--- config.mk ---
export PLATFORM = sky130hd
export DESIGN_NAME = level_referee
export DESIGN_NICKNAME = d
export VERILOG_FILES = /design/src/rtl/game_pkg.sv /design/src/rtl/pass_detector.sv /design/src/rtl/level_referee.sv
export SDC_FILE = /design/constraint.sdc
export NUM_CORES = 1
export LEC_CHECK = 0
export ABC_AREA = 0
export ABC_CLOCK_PERIOD_IN_PS = 2600
export CAP_MARGIN = 20
export CORE_ASPECT_RATIO = 1.4
export CORE_UTILIZATION = 44
export CTS_CLUSTER_SIZE = 16
export DETAILED_ROUTE_END_ITERATION = 10
export GPL_TIMING_DRIVEN = 0
export PLACE_DENSITY = 0.79
export SYNTH_ARGS = -nofsm -noshare
export SYNTH_HDL_FRONTEND = slang
export SYNTH_SLANG_ARGS = --single-unit
--- constraint.sdc ---
create_clock -name clk -period 2.6 [get_ports clk]
set_clock_uncertainty 0.1 [all_clocks]
set_input_delay 0.52 -clock clk [delete_from_list [all_inputs] [get_ports clk]]
set_output_delay 0.52 -clock clk [all_outputs]
set_load 0.02 [all_outputs]
--- src/rtl/game_pkg.sv ---
// Shared types and default tuning constants for the level referee.
package game_pkg;

  localparam int unsigned WRAP_POS     = 680;
  localparam int unsigned WIN_PASSES   = 8;
  localparam int unsigned LIVES        = 3;
  localparam int unsigned COOLDOWN_CYC = 30;
  localparam logic [15:0] TIME_LIMIT   = 16'd3000;

  localparam int unsigned POS_W   = 10;
  localparam int unsigned TIME_W  = 16;
  localparam int unsigned LIVES_W = 2;
  localparam int unsigned PASS_W  = 4;
  localparam int unsigned CD_W    = 8;

  typedef enum logic [2:0] {
    IDLE,
    PLAY,
    COOLDOWN,
    WON,
    LOST
  } state_e;

endpackage

--- src/rtl/pass_detector.sv ---
// Flags the first cycle the obstacle reaches the wrap position; a held
// position counts once because the above-flag must clear before re-arming.
module pass_detector
  import game_pkg::*;
#(
  parameter int unsigned WRAP_POS = game_pkg::WRAP_POS
) (
  input  logic             clk,
  input  logic             reset,
  input  logic [POS_W-1:0] obj_position_counter,
  output logic             pass_c
);

  logic at_or_above_c;
  logic above;

  assign at_or_above_c = (obj_position_counter >= POS_W'(WRAP_POS));
  assign pass_c        = at_or_above_c & ~above;

  always_ff @(posedge clk) begin
    if (reset) above <= 1'b0;
    else       above <= at_or_above_c;
  end

endmodule

--- src/rtl/level_referee.sv ---
// Level referee: tracks lives, obstacle passes, hit cooldown and time limit,
// and decides when the player has won or lost the level.
module level_referee
  import game_pkg::*;
#(
  parameter int unsigned WRAP_POS     = game_pkg::WRAP_POS,
  parameter int unsigned WIN_PASSES   = game_pkg::WIN_PASSES,
  parameter int unsigned LIVES        = game_pkg::LIVES,
  parameter int unsigned COOLDOWN_CYC = game_pkg::COOLDOWN_CYC,
  parameter logic [15:0] TIME_LIMIT   = game_pkg::TIME_LIMIT
) (
  input  logic               clk,
  input  logic               reset,
  input  logic               menuScreen,
  input  logic               start,
  input  logic               collision,
  input  logic [POS_W-1:0]   obj_position_counter,
  input  logic [TIME_W-1:0]  game_time,
  output logic               playerWon,
  output logic               playerLost,
  output logic               reset_obj_count,
  output logic               levelDone,
  output logic [LIVES_W-1:0] lives_left,
  output logic [PASS_W-1:0]  passes
);

  state_e             state, state_n;
  logic [CD_W-1:0]    cd_cnt, cd_n;
  logic [LIVES_W-1:0] lives_n;
  logic [PASS_W-1:0]  passes_n;
  logic [PASS_W-1:0]  pass_inc;
  logic               rst_obj_n;
  logic               done_n;
  logic               pass_c;

  pass_detector #(.WRAP_POS(WRAP_POS)) u_pass_detector (
    .clk                  (clk),
    .reset                (reset),
    .obj_position_counter (obj_position_counter),
    .pass_c               (pass_c)
  );

  assign pass_inc = passes + PASS_W'(1);

  // Next-state, counters and pulse decisions; outputs are registered below.
  always_comb begin
    state_n   = state;
    cd_n      = cd_cnt;
    lives_n   = lives_left;
    passes_n  = passes;
    rst_obj_n = 1'b0;
    done_n    = 1'b0;

    if (menuScreen) begin
      state_n  = IDLE;
      cd_n     = '0;
      lives_n  = '0;
      passes_n = '0;
    end else begin
      case (state)
        IDLE, WON, LOST: begin
          if (start) begin
            state_n  = PLAY;
            cd_n     = '0;
            lives_n  = LIVES_W'(LIVES);
            passes_n = '0;
          end
        end
        PLAY: begin
          if (collision) begin
            if (lives_left > LIVES_W'(1)) begin
              state_n   = COOLDOWN;
              lives_n   = lives_left - LIVES_W'(1);
              cd_n      = CD_W'(COOLDOWN_CYC);
              rst_obj_n = 1'b1;
            end else begin
              state_n = LOST;
              lives_n = '0;
            end
          end else if (pass_c) begin
            if (passes < PASS_W'(WIN_PASSES)) passes_n = pass_inc;
            if (passes_n == PASS_W'(WIN_PASSES)) begin
              state_n = WON;
              done_n  = 1'b1;
            end
          end else if (game_time >= TIME_LIMIT) begin
            state_n = LOST;
          end
        end
        COOLDOWN: begin
          cd_n = cd_cnt - CD_W'(1);
          if (cd_cnt <= CD_W'(1)) begin
            cd_n    = '0;
            state_n = PLAY;
          end
        end
        default: state_n = IDLE;
      endcase
    end
  end

  always_ff @(posedge clk) begin
    if (reset) begin
      state           <= IDLE;
      cd_cnt          <= '0;
      lives_left      <= '0;
      passes          <= '0;
      reset_obj_count <= 1'b0;
      levelDone       <= 1'b0;
      playerWon       <= 1'b0;
      playerLost      <= 1'b0;
    end else begin
      state           <= state_n;
      cd_cnt          <= cd_n;
      lives_left      <= lives_n;
      passes          <= passes_n;
      reset_obj_count <= rst_obj_n;
      levelDone       <= done_n;
      playerWon       <= (state_n == WON);
      playerLost      <= (state_n == LOST);
    end
  end

endmodule

After elaboration in Yosys (flattened, before gate mapping)
Cells that the tools add are included.

Bits in registers: 22. Input port bits: 31. Logic and storage cells: 73.

Add/sub/neg operators: 3. Magnitude comparators: 5. Equal/unequal tests: 12. Mux-type cells: 29. Bitwise operators: 5. Reduce and logical (&&, ||, !) cells: 10.

Operators by type and width (count): $mux 4 (8); $mux 8 (4); $mux 3 (8); $pmux 8 s3 (1); $ge 16x12->1 const B (1); $ge 10x10->1 const B (1); $ne 2x2->1 const B (5); $eq 3x2->1 const B (3); $pmux 3 s3 (1); $le 8x1->1 const B (1); $pmux 4 s2 (1); $reduce_and 4->1 (2); $sub 8x1->8 const B (1); $eq 3x3->1 const B (2); $mux 2 (3); $reduce_or 5->1 (1); $add 4x1->4 const B (1); $eq 4x4->1 const B (1); $lt 4x4->1 const B (1); $not 1->1 (4); $pmux 2 s2 (1); $reduce_or 4->1 (1); $eq 3x1->1 const B (1); $logic_not 3->1 (1); 9 further kinds (10).

Longest topological paths before layout
Depth after elaboration: 13. Mapped depth: 7. Mapped depth without buffers: 7.

Modules after synthesis
Synthesis repeated with hierarchy kept, for this count alone.

Cell total of the unflattened synthesis: 155. Area, all modules: 1320.0 sq um.

Modules (own cells, without submodules): level_referee (times used 1, cells each 148, area each 1265.0 sq um, sequential area each 420.4 sq um); pass_detector (times used 1, cells each 7, area each 55.1 sq um, sequential area each 20.0 sq um).

Worst setup path before layout
Ideal clock, no wire load.

Path kind: register to register. From: reg state[0]. To: reg passes[0]. Setup time: 0.065 ns. Arrival: 1.828 ns. Data required time: 2.435 ns. Path slack: 0.607 ns. Stages on the path, launching flop included: 7. Path buffers: 1. Clock period less this slack: 1.993 ns. Path through: dfxtp_1 > or3b_1 > buf_2 > or4_1 > nor2_1 > mux2_1 > nor2_1.

Longest elaborated chain between the ends: 4.

Ends and longest elaborated chain: start: declaration (RTL line level_referee.sv:27) `state_e state, state_n;`; start signal: assignment (RTL line level_referee.sv:113) `state <= state_n;`; $eq 3x2->1 (tied with other cells) (RTL line level_referee.sv:60) `case (state)`; $reduce_or 3->1 (RTL line level_referee.sv:60); $ne 2x2->1 (no line) or $reduce_bool 2->1 (tied branches); $reduce_and 4->1 (no line); end signal: assignment (RTL line level_referee.sv:116) `passes <= passes_n;`; end: declaration (RTL line level_referee.sv:24) `output logic [PASS_W-1:0] passes`.

Parallel ways exist; a longest one is shown, timed or not. A chain may end at the register's enable or synchronous reset.

Worst setup path in the final report
From: in obj_position_counter[3]. To: reg playerWon.

Longest elaborated chain between the ends: 7.

Ends and longest elaborated chain: start: declaration (RTL line level_referee.sv:17) `input logic [POS_W-1:0] obj_position_counter,`; $ge 10x10->1 (RTL line pass_detector.sv:17) `assign at_or_above_c = (obj_position_counter >= POS_W'(WRAP_POS));`; $and 1x1->1 (RTL line pass_detector.sv:18) `assign pass_c = at_or_above_c & ~above;`; $mux 3 (RTL line level_referee.sv:80) `end else if (pass_c) begin`; $mux 3 (RTL line level_referee.sv:70) `if (collision) begin`; $pmux 3 s3 (RTL line level_referee.sv:60); $mux 3 (RTL line level_referee.sv:54) `if (menuScreen) begin`; $eq 3x2->1 (RTL line level_referee.sv:119) `playerWon <= (state_n == WON);`; end signal: assignment (RTL line level_referee.sv:119); end: declaration (RTL line level_referee.sv:19) `output logic playerWon,`.

No other way between the ends.

==> metrics.md <==
| Metric | Value |
|---|---|
| Status | finished, final reports clean |
| P per Cell Area | between 300 and 400 mW/mm2 |
| WS Path Type | primary input to flip-flop |
| EDFF count, synth | 0 |
| Antenna violations before repair | 0 |
| Clock buffer depth | 2 |
| Die Ht | 63.3 um |
| Final Hold Fails | 0 |
| TritonCTS buffer count | 3 |
| H-tree levels | 1 |
| Die footprint | 0.00290 mm2 |
| Crit path capture type | flip-flop |
| Reg2reg start | state[0] |
| Leakage | 0.000560 uW |
| Multi-input logic area | ~700 um2 |
| Clk Tree Root Cell | clkbuf_4 |
| Hold Crit Class | flip-flop to flip-flop |
| Max VDD drop | roughly 310 uV |
| Final std cells w/o fill | around 220 |
| Register Area | ~440 um2 |
| Hold buffers post-CTS | 0 |
| Layout Area Growth over Synthesis | 34.7% |
| Gate Count Post-Synth | roughly 150 |
| CTS tree | done |
| DR pass1 iterations | 4 |
| Most frequent cells in the layout | clkdlybuf4s50_1, dfxtp_1, a21oi_1 |
| Largest net degree at the start of global routing | 12 |
| Mean Syn Cell Area | around 8.1 um2 |
| Yosys reg bits | 22 |
| Post-synth net total | 180 |
| FILL cells | 242 |
| Critical path arrival | between 2 and 2.5 ns |
| Count of cell types in the netlist | 43 |
| Antenna Diode Count | 0 |
| Reg-to-reg slack, setup | between 0.3 and 0.4 ns |
| Post-detail-place hpwl | between 2000 and 2500 um |
| Total gr overflow | 0 |
| Total Wirelength | 3050 um |
| Max_cap viols | 0 |
| Starting Density | a little under half |
| Design Power | around 620 uW |
| Post-synthesis sequential area ratio | a little under two fifths |
| # setup viols final | 0 |
| Worst setup startpoint | obj_position_counter[3] |
| Sink Count | 22 |
| Depth of the most critical reg-to-reg path | 6 |
| Routed WL per cell | ~14 um |
| RSZ-0062 raised after global routing | no |
| Vias per Instance | 5.67 |
| Most common cell after layout, fill and taps aside | clkdlybuf4s50_1 |
| First-pass GRT wire length | ~5100 um |
| Via count of the routed design | approximately 1200 |
| Total track usage | a little under a quarter |
| Global placer's final weighted congestion | ~0.8 |
| Worst setup path endpoint | playerWon |
| Initial drt markers | 19 |
| Top Ports | a little over 40 |
| Achievable clock frequency | ~420 MHz |
| Layout cells sized above 1 | ~4.9% |
| Final Cycle Share | 90.7% |
| Worst endpoint required time | around 2.7 ns |
| Clock slew at reported path FFs | ~0.12 ns |
| Number of global-route vias before repair | 1226 |
| R2R Path End | cd_cnt[4] |
| Critical-path maximum fanout | 6 |
| Clk Latency, worst-skew pair | 0.30 ns |
| Main synth FF type | dfxtp_1 |
| DRC viols | 0 |
| Rel. slew slack | between 50% and 60% |
| CORE AREA | ~0.0025 mm2 |
| Final slew viol count | 0 |
| Mapped Area | 0.00118 mm2 |
| Post-synth ARST share | 0% |
| Post-DRT Antenna Nets | 0 |
| Startpoint Class | primary input |
| Buffers added on ports | 34 |
| Final nets | between 200 and 250 |
| Yosys warns | 0 |
| Minimum clock period | roughly 2.4 ns |
| Site row count | 21 |
| Die W | between 40 and 50 um |
| Setup TNS | 0 ns |
| Worst-Margin Slew | around 0.70 ns |
| Hold Path Depth | 2 |
| Placed insts | 214 |
## critical path: stages
cell             delay (ns)
clkdlybuf4s50_1        0.40
o211a_1                0.22
a211oi_1               0.55
nor4_1                 0.23
nor4_1                 0.44
nor3_1                 0.09
## metal layers
| layer | global-route usage, % | vias to the layer above | part of all wire, % |
|---|---|---|---|
| li1 | - | 618 | - |
| met1 | 23.7 | 580 | 40 |
| met2 | 45.9 | 27 | 57 |
| met3 | 3.44 | 5 | 2.4 |
| met4 | 7.72 | 0 | 1.4 |
| met5 | 0 | - | 0 |
## synth_stat cells, types with 4 or more instances
| master | instances | share of area, % |
|---|---|---|
| o21ai_0 | 5 | 2.1 |
| nor2_1 | 13 | 4.1 |
| nand2_1 | 13 | 4.1 |
| inv_1 | 5 | 1.6 |
| nor3_1 | 8 | 3.4 |
| dfxtp_1 | 22 | 37 |
| a21oi_1 | 15 | 6.4 |
| or4_1 | 4 | 2.5 |
| nor4_1 | 4 | 2.1 |
| nand2b_1 | 7 | 3.7 |
## logic make-up after synthesis
family / share of synthesized area (%)
AO/OA/AOI/OAI: 21.1
XOR/XNOR: 1.48
adder cells (fa/ha/maj): 3.18
buffers and inverters: 3.07
flip-flops: 37.3
multiplexers: 1.80
AND/OR/NAND/NOR: 32.1
## area by class of cell
cell class                      instances  area share, %
Buffer                                  4           1.10
Clock buffer                            3           1.42
Inverter                                5           1.18
Multi-Input combinational cell        115           44.6
Sequential cell                        22           27.7
Tap cell                               34           2.67
Timing Repair Buffer                   34           21.4
## worst min-delay path by stage
stage	from	to
final	cd_cnt[0]	cd_cnt[0]
after global routing	cd_cnt[0]	cd_cnt[0]
after CTS	cd_cnt[6]	cd_cnt[6]
after detailed placement	cd_cnt[6]	cd_cnt[6]
after global placement	cd_cnt[0]	cd_cnt[0]
after floorplan	cd_cnt[6]	cd_cnt[6]
## power by group
group / switching (uW) / internal, uW / total, uW
combinational: 54.9 / 63.6 / 119
sequential: 7.08 / 345 / 352
clock: 99.6 / 54.1 / 154
total: 162 / 462 / 624
## what timing repair did
action / 4_1_cts / 5_1_grt
setup buffers: 0 / 0
setup endpoints to repair: 0 / 3
resized for setup: 0 / 1
## per-stage QoR
step | area [um2] | worst slack, ns | hold slack, ns | util (%)
5_1_grt | 1590 | 0.131 | 0.467 | 64.4
2_1_floorplan | 1180 | 0.607 | 0.360 | -
3_5_place_dp | 1560 | -0.0799 | 0.415 | 63.3
3_3_place_gp | 1560 | -0.0504 | 0.396 | 63.3
6_report | 1590 | 0.242 | 0.429 | 64.4
4_1_cts | 1590 | 0.176 | 0.432 | 64.2
## flip-flops by register name, summed over array words and instances, names as in the netlist
signal and flops:
reset_obj_count 1, passes 4, playerWon 1, u_pass_detector.above 1, playerLost 1, state 3, levelDone 1, cd_cnt 8
lives_left 2
No activity file was read; power rests on OpenSTA's default activity.
